--- src/rtl/bp_cfg_responder.sv ---
// bp_cfg_responder
//   Responder end of the per-core config bus. Commands are filtered on core id
//   (the all-ones id is a broadcast), writes update local config registers, and
//   each accepted read produces exactly one response over a valid/yumi handshake.
//   The registers drive the freeze and cache/CCE mode controls of one core tile.
//
// Ports
//   clk_i, reset_i   clock, synchronous active-high reset
//   my_core_id_i     this tile's core id (static after reset)
//   cmd_v_i          command valid; a transfer happens on cmd_v_i & cmd_ready_o
//   cmd_ready_o      responder can accept a command
//   cmd_we_i         1 = write, 0 = read
//   cmd_core_i       target core id (all-ones = broadcast)
//   cmd_addr_i       register address
//   cmd_data_i       write data
//   resp_v_o         read response valid
//   resp_yumi_i      consumer takes the response (legal only while resp_v_o)
//   resp_data_o      read data, zero-extended
//   resp_err_o       unmapped address or broadcast read
//   freeze_o         core held frozen
//   icache_mode_o    I$ mode
//   dcache_mode_o    D$ mode
//   cce_mode_o       0 = uncached, 1 = normal
module bp_cfg_responder #(
  parameter int cfg_core_width_p = 8,
  parameter int cfg_addr_width_p = 16,
  parameter int cfg_data_width_p = 32
) (
  input  logic                        clk_i,
  input  logic                        reset_i,
  input  logic [cfg_core_width_p-1:0] my_core_id_i,
  input  logic                        cmd_v_i,
  output logic                        cmd_ready_o,
  input  logic                        cmd_we_i,
  input  logic [cfg_core_width_p-1:0] cmd_core_i,
  input  logic [cfg_addr_width_p-1:0] cmd_addr_i,
  input  logic [cfg_data_width_p-1:0] cmd_data_i,
  output logic                        resp_v_o,
  input  logic                        resp_yumi_i,
  output logic [cfg_data_width_p-1:0] resp_data_o,
  output logic                        resp_err_o,
  output logic                        freeze_o,
  output logic [1:0]                  icache_mode_o,
  output logic [1:0]                  dcache_mode_o,
  output logic                        cce_mode_o
);

  localparam logic [cfg_addr_width_p-1:0] addr_freeze  = cfg_addr_width_p'(16'h0000);
  localparam logic [cfg_addr_width_p-1:0] addr_icache  = cfg_addr_width_p'(16'h0002);
  localparam logic [cfg_addr_width_p-1:0] addr_dcache  = cfg_addr_width_p'(16'h0003);
  localparam logic [cfg_addr_width_p-1:0] addr_cce     = cfg_addr_width_p'(16'h0004);
  localparam logic [cfg_addr_width_p-1:0] addr_scratch = cfg_addr_width_p'(16'h0005);
  localparam logic [cfg_addr_width_p-1:0] addr_wrcnt   = cfg_addr_width_p'(16'h0006);

  typedef enum logic {e_ready, e_resp} state_e;

  state_e state_r, state_n;

  logic                        freeze_r;
  logic [1:0]                  icache_mode_r;
  logic [1:0]                  dcache_mode_r;
  logic                        cce_mode_r;
  logic [cfg_data_width_p-1:0] scratch_r;
  logic [cfg_data_width_p-1:0] wr_count_r;
  logic [cfg_data_width_p-1:0] resp_data_r;
  logic                        resp_err_r;

  logic                        cmd_fire;
  logic                        is_bcast;
  logic                        id_match;
  logic                        wr_en;
  logic                        rd_en;
  logic                        addr_rw;
  logic                        rd_hit;
  logic [cfg_data_width_p-1:0] rd_data;

  assign is_bcast = &cmd_core_i;
  assign id_match = (cmd_core_i == my_core_id_i) | is_bcast;
  assign cmd_fire = cmd_v_i & cmd_ready_o;
  // Writes to the read-only counter or to holes are dropped without counting.
  assign wr_en    = cmd_fire & id_match & cmd_we_i & addr_rw;
  assign rd_en    = cmd_fire & id_match & ~cmd_we_i;

  // Address decode: read mux plus writable-register flag.
  always_comb begin
    rd_data = '0;
    rd_hit  = 1'b1;
    addr_rw = 1'b1;
    case (cmd_addr_i)
      addr_freeze:  rd_data[0]   = freeze_r;
      addr_icache:  rd_data[1:0] = icache_mode_r;
      addr_dcache:  rd_data[1:0] = dcache_mode_r;
      addr_cce:     rd_data[0]   = cce_mode_r;
      addr_scratch: rd_data      = scratch_r;
      addr_wrcnt: begin
        rd_data = wr_count_r;
        addr_rw = 1'b0;
      end
      default: begin
        rd_hit  = 1'b0;
        addr_rw = 1'b0;
      end
    endcase
  end

  always_comb begin
    state_n     = state_r;
    cmd_ready_o = 1'b0;
    resp_v_o    = 1'b0;
    case (state_r)
      e_ready: begin
        cmd_ready_o = 1'b1;
        if (rd_en) state_n = e_resp;
      end
      e_resp: begin
        resp_v_o = 1'b1;
        if (resp_yumi_i) state_n = e_ready;
      end
      default: state_n = e_ready;
    endcase
  end

  always_ff @(posedge clk_i) begin
    if (reset_i) begin
      state_r       <= e_ready;
      freeze_r      <= 1'b1;
      icache_mode_r <= 2'b00;
      dcache_mode_r <= 2'b00;
      cce_mode_r    <= 1'b0;
      scratch_r     <= '0;
      wr_count_r    <= '0;
      resp_data_r   <= '0;
      resp_err_r    <= 1'b0;
    end else begin
      state_r <= state_n;
      if (wr_en) begin
        case (cmd_addr_i)
          addr_freeze:  freeze_r      <= cmd_data_i[0];
          addr_icache:  icache_mode_r <= cmd_data_i[1:0];
          addr_dcache:  dcache_mode_r <= cmd_data_i[1:0];
          addr_cce:     cce_mode_r    <= cmd_data_i[0];
          addr_scratch: scratch_r     <= cmd_data_i;
          default: ;
        endcase
        wr_count_r <= wr_count_r + 1'b1;
      end
      // A broadcast read would collide with other tiles' responses, so it
      // returns an error with zero data regardless of address.
      if (rd_en) begin
        resp_data_r <= is_bcast ? '0 : rd_data;
        resp_err_r  <= is_bcast | ~rd_hit;
      end
    end
  end

  assign resp_data_o   = resp_data_r;
  assign resp_err_o    = resp_err_r;
  assign freeze_o      = freeze_r;
  assign icache_mode_o = icache_mode_r;
  assign dcache_mode_o = dcache_mode_r;
  assign cce_mode_o    = cce_mode_r;

`ifndef SYNTHESIS
  yumi_needs_valid: assert property (@(posedge clk_i) disable iff (reset_i)
    resp_yumi_i |-> resp_v_o)
    else $error("resp_yumi_i asserted while resp_v_o is low");
`endif

endmodule

--- config.mk ---
export PLATFORM = sky130hd
export DESIGN_NAME = bp_cfg_responder
export DESIGN_NICKNAME = d
export VERILOG_FILES = /design/src/rtl/bp_cfg_responder.sv
export SDC_FILE = /design/constraint.sdc
export NUM_CORES = 1
export LEC_CHECK = 0
export BUFFER_PORTS_ARGS = -buffer_cell sky130_fd_sc_hd__buf_2
export CAP_MARGIN = 10
export CORE_ASPECT_RATIO = 0.9
export CORE_UTILIZATION = 35
export CTS_CLUSTER_DIAMETER = 30
export DETAILED_ROUTE_END_ITERATION = 7
export PLACE_DENSITY_LB_ADDON = 0.15
export REMOVE_ABC_BUFFERS = 1
export SYNTH_ARGS = -nofsm -noshare
export SYNTH_HDL_FRONTEND = slang
export SYNTH_SLANG_ARGS = --single-unit
--- constraint.sdc ---
create_clock -name clk_i -period 3.4 [get_ports clk_i]
set_clock_uncertainty 0.1 [all_clocks]
set_input_delay 0.68 -clock clk_i [delete_from_list [all_inputs] [get_ports clk_i]]
set_output_delay 0.68 -clock clk_i [all_outputs]
set_load 0.1 [all_outputs]
==> impl_metrics.toml, run 1 <==
[synthesis]
synth.area.top_cells = "dfxtp_1, a22o_1, nand4_1"
synthArstFlopShare_pct = 0
synthCells = 578
synthFlopType = "dfxtp_1"
synth_top_cell_by_area = "dfxtp_1"
ys_types = 38
synth_seq_area_share_pct = 41.7
synth_edf_count = 0
syn-cell-area_um2 = 4990
yosys_warnings = 0
postSynthAreaPerCell_um2 = 8.63
yosysTopAreaCellShare_pct = 41.7
ys_seq_elements = 104

[sta]
tightestPinTransition_ns = 1.11
period_needed_ns = 2.71
finalHoldViolations = 0
finalSetupViolations = 0
fmax_mhz = 369
rsz0062_at_grt = "no"
maxSlewHeadroom_pct = 25.7
fin_crit_sh_pct = 79.7
drv_slew = 0
setup_ws_ns = 0.692

[critical_path]
cp-end-kind = "flip-flop"
worstPathArrival_ns = 2.85
critPathKind = "reg2reg"
critPathRequiredTime_ns = 3.54
start_kind = "flip-flop"
path_max_fanout = 13

[cts]
clkLatencyLatePin_ns = 0.35
ctsHoldBuffers = 0
clkSlewWorstSetupHoldPaths_ns = 0.07
cts_setup_buffers = 0
cts_tree = "built"
h-tree-depth = 3
post_cts_resized = 0
cts_buffer_depth = 2
root_buffer = "clkbuf_16"
cts_buffers = 9
cts.sink_count = 104

[status]
status = "complete, no violations"

[routing]
vias_per_cell = 5.53
wl_met1_um = 7060
firstDrtPassIters = 5
drtIter0Drc = 351
maxUsedRoutingLayer = "met4"
wirelength_um = 14500
dr_wl_met2_um = 6760
drtAntennaViolNets = 0
route.vias.total = 4769
dr_wl_met3_um = 584
wl_per_cell_um = 16.8
drcViolationCount = 0

[floorplan]
core_area_um2 = 14000
die_width_um = 128
die_h_um = 115
rows = 41
die-area_um2 = 14700
ioPinCount = 110
initial_utilization_pct = 35.8

[power]
p_per_area_nw_per_um2 = 398
peakVddDrop_mv = 0.256
leakage_nw = 2.26

[placed_design]
dp.cells = 847
portBuffers = 109
dpl.hpwl_um = 9800
gp_congestion = 0.818
dp_slack_ns = 0.370
place_area_um2 = 5770

[global_routing]
antenna_found_initial = 0
grt.total_usage_pct = 20.4
grt_max_degree = 69
grt-ovfl-total = 0
grt_pass1_wl_um = 23800
grt_pass1_vias = 4612

[job]
maxCapViolCount = 0

[layout]
final_nets = 735
design_area_um2 = 6070
areaGrowthSynthToFinish_pct = 21.6
antenna_cells = 0
fin_cells = 863
drive_gt1_share_pct = 25.4
fin_util_pct = 43.5

[worst_hold_path]
hp-class = "reg2reg"
-- critical path, stage by stage (launching register included) --
cell and delay [ns]:
dfxtp_1 0.40, ha_1 0.23, nand2_1 0.14, nor3b_1 0.52, nand3_1 0.44, nor4_1 0.40
mux2_2 0.37
-- synthesized netlist by cell type (all sizes together) (16+ instances only) --
master  number
a21oi       62
nor2        23
clkbuf      47
nor2b       17
nand2       21
o21ai       40
nand3       19
or4         19
dfxtp      104
o31ai       16
nand4       53
a22o        64
-- registers in the layout, summed over array words and instances, names as in the netlist --
register	flops
cce_mode_o	1
resp_data_o	32
icache_mode_o	2
state_r	1
dcache_mode_o	2
scratch_r	32
freeze_o	1
resp_err_o	1
wr_count_r	32
-- routing by layer --
layer / vias to the layer above / global-route usage, %
met5: - / 0
met4: 0 / 4.71
met3: 6 / 4.05
met2: 103 / 33.8
met1: 2282 / 27.3
li1: 2378 / -
-- power breakdown --
part	switching, mW	internal (mW)	total [mW]
Combinational	0.0915	0.0526	0.144
Sequential	0.0000413	1.22	1.22
Clock	0.459	0.593	1.05
Total	0.551	1.86	2.41
-- worst paths after layout --
kind                       from        endpoint  slack [ns]  cells after the start
setup / recovery  wr_count_r[0]  wr_count_r[26]        0.69                      6
hold / removal     scratch_r[5]    scratch_r[5]        0.37                      2
setup reg to reg  wr_count_r[0]  wr_count_r[26]        0.69                      6
hold reg to reg    scratch_r[5]    scratch_r[5]        0.37                      2
-- logic make-up after synthesis --
group                      Yosys count  share of synthesized area (%)
DFF                                104                           41.7
AOI/OAI and AO/OA                  187                           24.7
and+or+nand+nor                    198                           23.3
muxes                               16                           3.54
buffers and inverters               64                           5.04
adders and majority gates            1                          0.251
xor gates and xnor gates             8                           1.40
-- cell type report --
class | count | area, um^2
Tap cell | 193 | 241
Multi-Input combinational cell | 410 | 2680
Inverter | 8 | 30.0
Clock buffer | 12 | 246
Timing Repair Buffer | 132 | 731
Sequential cell | 104 | 2080
Clock inverter | 4 | 53.8
Fill cell | 1453 | 7890
-- cells in the final DEF, fill, tap and decap left out, types with 2 or more instances in the layout --
master	instances
buf_2	109
dfxtp_1	104
a22o_1	64
a21oi_1	61
nand4_1	53
o21ai_0	40
nor2_1	23
buf_4	22
nand2_1	20
or4_1	19
nand3_1	19
o31ai_1	16
nor2b_1	15
mux2_2	13
nor3_1	11
nor4_1	10
clkbuf_16	9
inv_1	8
xor2_1	8
and3_1	5
and2_1	4
or3_1	3
nand2b_1	3
mux2i_1	3
nor4_4	2
nor3b_1	2
nor2b_2	2
clkbuf_1	2
clkinvlp_4	2
-- through the flow --
step,hold slack (ns),setup TNS (ns),power [mW]
5_1_grt,0.393,0,2.51
4_1_cts,0.374,0,2.45
3_5_place_dp,0.361,0,1.39
3_3_place_gp,0.356,0,1.39
2_1_floorplan,0.343,-61.82,1.29
6_report,0.373,0,2.41
(Power assumes the default switching activity.)
==> run 2: changes to the inputs <==
- clock period: 3.4 -> 2.7 ns (I/O delays scaled with it)
==> run 2 against run 1 <==
Total power increased by 28%; critical path depth unchanged; core utilization increased by 1.4 points; cell count increased by 2.0%; via count increased by 0.94%; largest cell class unchanged; largest power group unchanged.
==> impl_metrics.toml, run 2 (synthesized netlist as in run 1, its figures left out) <==
[sta]
drv_slew = 0
whs_ns = 0.339
period_needed_ns = 2.45
fmax_mhz = 408
rsz0062_at_grt = "no"
fin_crit_sh_pct = 90.7
tightestPinTransition_ns = 0.952
finalHoldViolations = 0
setup_ws_ns = 0.252
setup_tns_ns = 0
maxSlewHeadroom_pct = 36.6
finalSetupViolations = 0

[cts]
cts_buffers = 9
cts.sink_count = 104
clkSlewWorstSetupHoldPaths_ns = 0.07
clkLatencyLatePin_ns = 0.35
root_buffer = "clkbuf_16"
cts_setup_buffers = 0
post_cts_resized = 0
cts_tree = "built"
ctsHoldBuffers = 0
h-tree-depth = 3
cts_buffer_depth = 2

[floorplan]
initial_utilization_pct = 35.8
rows = 41
core_area_um2 = 14000
die_width_um = 128
ioPinCount = 110
die_h_um = 115
die-area_um2 = 14700

[critical_path]
timing.rr.end = "wr_count_r[26]"
r2r_slack_ns = 0.25
r2r_start = "state_r"
cp-end-kind = "flip-flop"
path_max_fanout = 12
worstPathArrival_ns = 2.59
timing.critical_path.to = "wr_count_r[26]"
critPathRequiredTime_ns = 2.84
rr_worst_depth = 6
critPathLaunch = "state_r"
critPathKind = "reg2reg"
start_kind = "flip-flop"

[routing]
drtAntennaViolNets = 0
drtIter0Drc = 261
route.vias.total = 4814
firstDrtPassIters = 5
drcViolationCount = 0
wirelength_um = 14500
vias_per_cell = 5.47
wl_per_cell_um = 16.5

[layout]
drive_gt1_share_pct = 27.5
final_common_cell = "buf_2"
areaGrowthSynthToFinish_pct = 25.6
final_cell_mix = "buf_2, dfxtp_1, a22o_1"
antenna_cells = 0
fillers = 1399
final_nets = 752

[placed_design]
dpl.hpwl_um = 10200
gp_congestion = 0.823
dp_slack_ns = -0.134
portBuffers = 109

[power]
leakage_nw = 2.37
peakVddDrop_mv = 0.331
p_per_area_nw_per_um2 = 495

[status]
status = "complete, no violations"

[global_routing]
antenna_found_initial = 0
grt_pass1_vias = 4450
grt-ovfl-total = 0
grt_max_degree = 82
grt.total_usage_pct = 20.0
grt_pass1_wl_um = 23300

[job]
maxCapViolCount = 0

[worst_hold_path]
hp-class = "in2reg"
==> run 2: per-layer routing <==
metal	GRT usage [%]	vias to the layer above	routed length [um]
li1	-	2416	-
met1	25.9	2277	6730
met2	33.1	108	6830
met3	4.89	13	707
met4	5.80	0	208
met5	0	-	0
==> run 2: critical path: stages (launching register included) <==
cell	delay, ns
dfxtp_1	0.33
or4b_4	0.51
nor4_4	0.41
nand3_1	0.13
buf_4	0.19
nor4_1	0.28
mux2_2	0.37
==> run 2: power by group <==
part | switching [mW] | internal [mW] | leakage [nW]
Combinational | 0.116 | 0.0762 | 1.38
Clock | 0.577 | 0.795 | 0.155
Sequential | 0.0000621 | 1.53 | 0.837
Total | 0.694 | 2.40 | 2.37
==> run 2: how the worst min path moves through the flow <==
| stage | depth (start not counted) | endpoint | slack (ns) | startpoint |
|---|---|---|---|---|
| 3_5_place_dp | 1 | resp_data_o[24] | 0.36 | resp_data_o[24] |
| 4_1_cts | 3 | scratch_r[2] | 0.33 | cmd_data_i[2] |
| 3_3_place_gp | 1 | resp_data_o[9] | 0.36 | resp_data_o[9] |
| 5_1_grt | 3 | scratch_r[21] | 0.33 | cmd_data_i[21] |
| 6_report | 3 | scratch_r[2] | 0.34 | cmd_data_i[2] |
| 2_1_floorplan | 2 | scratch_r[10] | 0.34 | scratch_r[10] |
==> run 2: area by class of cell <==
class / count / area, um^2 / share of cell area [%]
inverter: 8 / 30.0 / 0.479
multi-input combinational: 410 / 2680 / 42.8
clock buffer: 12 / 267 / 4.25
timing repair buffer: 149 / 908 / 14.5
clock inverter: 4 / 51.3 / 0.819
tap: 193 / 241 / 3.86
sequential: 104 / 2080 / 33.2
==> run 2: through the flow <==
step,total power [mW],std cells,util (%),cell area [um^2]
2_1_floorplan,1.63,522,-,4770
3_3_place_gp,1.76,864,42.6,5950
3_5_place_dp,1.76,864,42.6,5950
4_1_cts,3.15,880,44.9,6260
5_1_grt,3.23,880,44.9,6260
6_report,3.10,880,44.9,6260
==> run 3: changes to the inputs <==
- CELL_PAD_IN_SITES_DETAIL_PLACEMENT: default -> 1
- CELL_PAD_IN_SITES_GLOBAL_PLACEMENT: default -> 1
==> run 3 against run 2 <==
Core utilization barely moved; final area is essentially flat; critical endpoint is now wr_count_r[25]; combinational power about the same; first-iteration DRC count is 20% lower.
==> impl_metrics.toml, run 3 (synthesized netlist as in run 1, its figures left out) <==
[power]
p_per_area_nw_per_um2 = 505
p_sw_mw = 0.743
pwr-share-clk_pct = 45.5
peakVddDrop_mv = 0.352
swShare_pct = 23.4
leakage_nw = 2.37
power_frac_seq_pct = 48.4
p_comb_share_pct = 6.1
design_power_total_mw = 3.17
p_int_mw = 2.43

[layout]
multi_input_area_um2 = 2680
final_nets = 754
final_common_cell = "buf_2"
fin_cells = 882
areaGrowthSynthToFinish_pct = 25.7
fillers = 1713
antenna_cells = 0
drive_gt1_share_pct = 27.6
final_cell_mix = "buf_2, dfxtp_1, a22o_1"
seq_area_um2 = 2080

[critical_path]
critPathRequiredTime_ns = 2.88
start_kind = "flip-flop"
path_max_fanout = 12
cp-end-kind = "flip-flop"
worstPathArrival_ns = 2.64
critPathKind = "reg2reg"
r2r_slack_ns = 0.24
rr_worst_depth = 6

[cts]
cts_setup_buffers = 0
root_buffer = "clkbuf_16"
cts.sink_count = 104
cts_tree = "built"
cts_buffer_depth = 2
cts_buffers = 9
clkLatencyLatePin_ns = 0.36
post_cts_resized = 0
clkSlewWorstSetupHoldPaths_ns = 0.07
h-tree-depth = 3
ctsHoldBuffers = 0

[global_routing]
use_met2_pct = 40.5
grt_pass1_vias = 5078
grt-ovfl-total = 0
use_met1_pct = 29.0
antenna_found_initial = 0
grt.total_usage_pct = 23.0
grt.busiest_layer = "met2"
use_met3_pct = 4.23
grt_pass1_wl_um = 26600
grt_max_degree = 60

[floorplan]
ioPinCount = 110
initial_utilization_pct = 35.8
rows = 41
die_h_um = 115
die_width_um = 128
core_area_um2 = 14000
die-area_um2 = 14700

[placed_design]
gp_congestion = 0.801
dpl.hpwl_um = 11400
dp_slack_ns = -0.110
dp.cells = 866
portBuffers = 109

[sta]
setup_tns_ns = 0
finalSetupViolations = 0
setup_ws_ns = 0.239
fin_crit_sh_pct = 91.1
fmax_mhz = 406
tightestPinTransition_ns = 0.899
period_needed_ns = 2.46
drv_slew = 0
finalHoldViolations = 0
maxSlewHeadroom_pct = 40.1
rsz0062_at_grt = "no"

[worst_hold_path]
hp-class = "in2reg"
hold-path-cell-count = 3

[routing]
firstDrtPassIters = 4
wirelength_um = 16400
drtAntennaViolNets = 0
wl_per_cell_um = 18.5
vias_per_cell = 5.68
drcViolationCount = 0
drtIter0Drc = 208
route.vias.total = 5011

[job]
maxCapViolCount = 0

[status]
status = "complete, no violations"
==> run 3: final cells by class <==
class / instances / share of cell area, %
timing repair buffer: 151 / 14.5
clock buffer: 10 / 3.65
tap: 193 / 3.85
multi-input combinational: 410 / 42.8
sequential: 104 / 33.2
clock inverter: 6 / 1.48
inverter: 8 / 0.479
==> run 3: worst paths after layout <==
| kind | startpoint | end |
|---|---|---|
| worst min register to register | resp_data_o[4] | resp_data_o[4] |
| worst max-delay path | state_r | wr_count_r[25] |
| worst min-delay path | cmd_data_i[10] | scratch_r[10] |
| worst max register to register | state_r | wr_count_r[25] |
==> run 3: metrics by stage <==
step	hold WS, ns	utilization, %	instance area [um^2]
final	0.335	44.9	6270
after global routing	0.338	44.9	6270
after CTS	0.330	44.9	6270
after detailed placement	0.364	42.6	5950
after global placement	0.356	42.6	5950
after floorplan	0.343	-	4770
==> run 3: metal layers <==
| metal | up-vias | share of wire [%] |
|---|---|---|
| met2 | 97 | 50 |
| met4 | 0 | 0.93 |
| met5 | - | 0 |
| met3 | 12 | 3.4 |
| met1 | 2483 | 46 |
| li1 | 2419 | - |
==> run 3: power groups by stage <==
stage                     clock (mW)  sequential (mW)  combinational (mW)
after floorplan                    0             1.57              0.0567
after global placement             0             1.57               0.188
after detailed placement           0             1.57               0.194
after CTS                       1.47             1.53               0.195
after global routing            1.53             1.53               0.212
final                           1.44             1.53               0.194
==> run 3: critical path, stage by stage, from the launching register on <==
cell,delay [ns]
dfxtp_1,0.34
or4b_4,0.51
nor4_4,0.40
nand4_1,0.15
buf_4,0.21
or4_1,0.49
a21oi_1,0.18
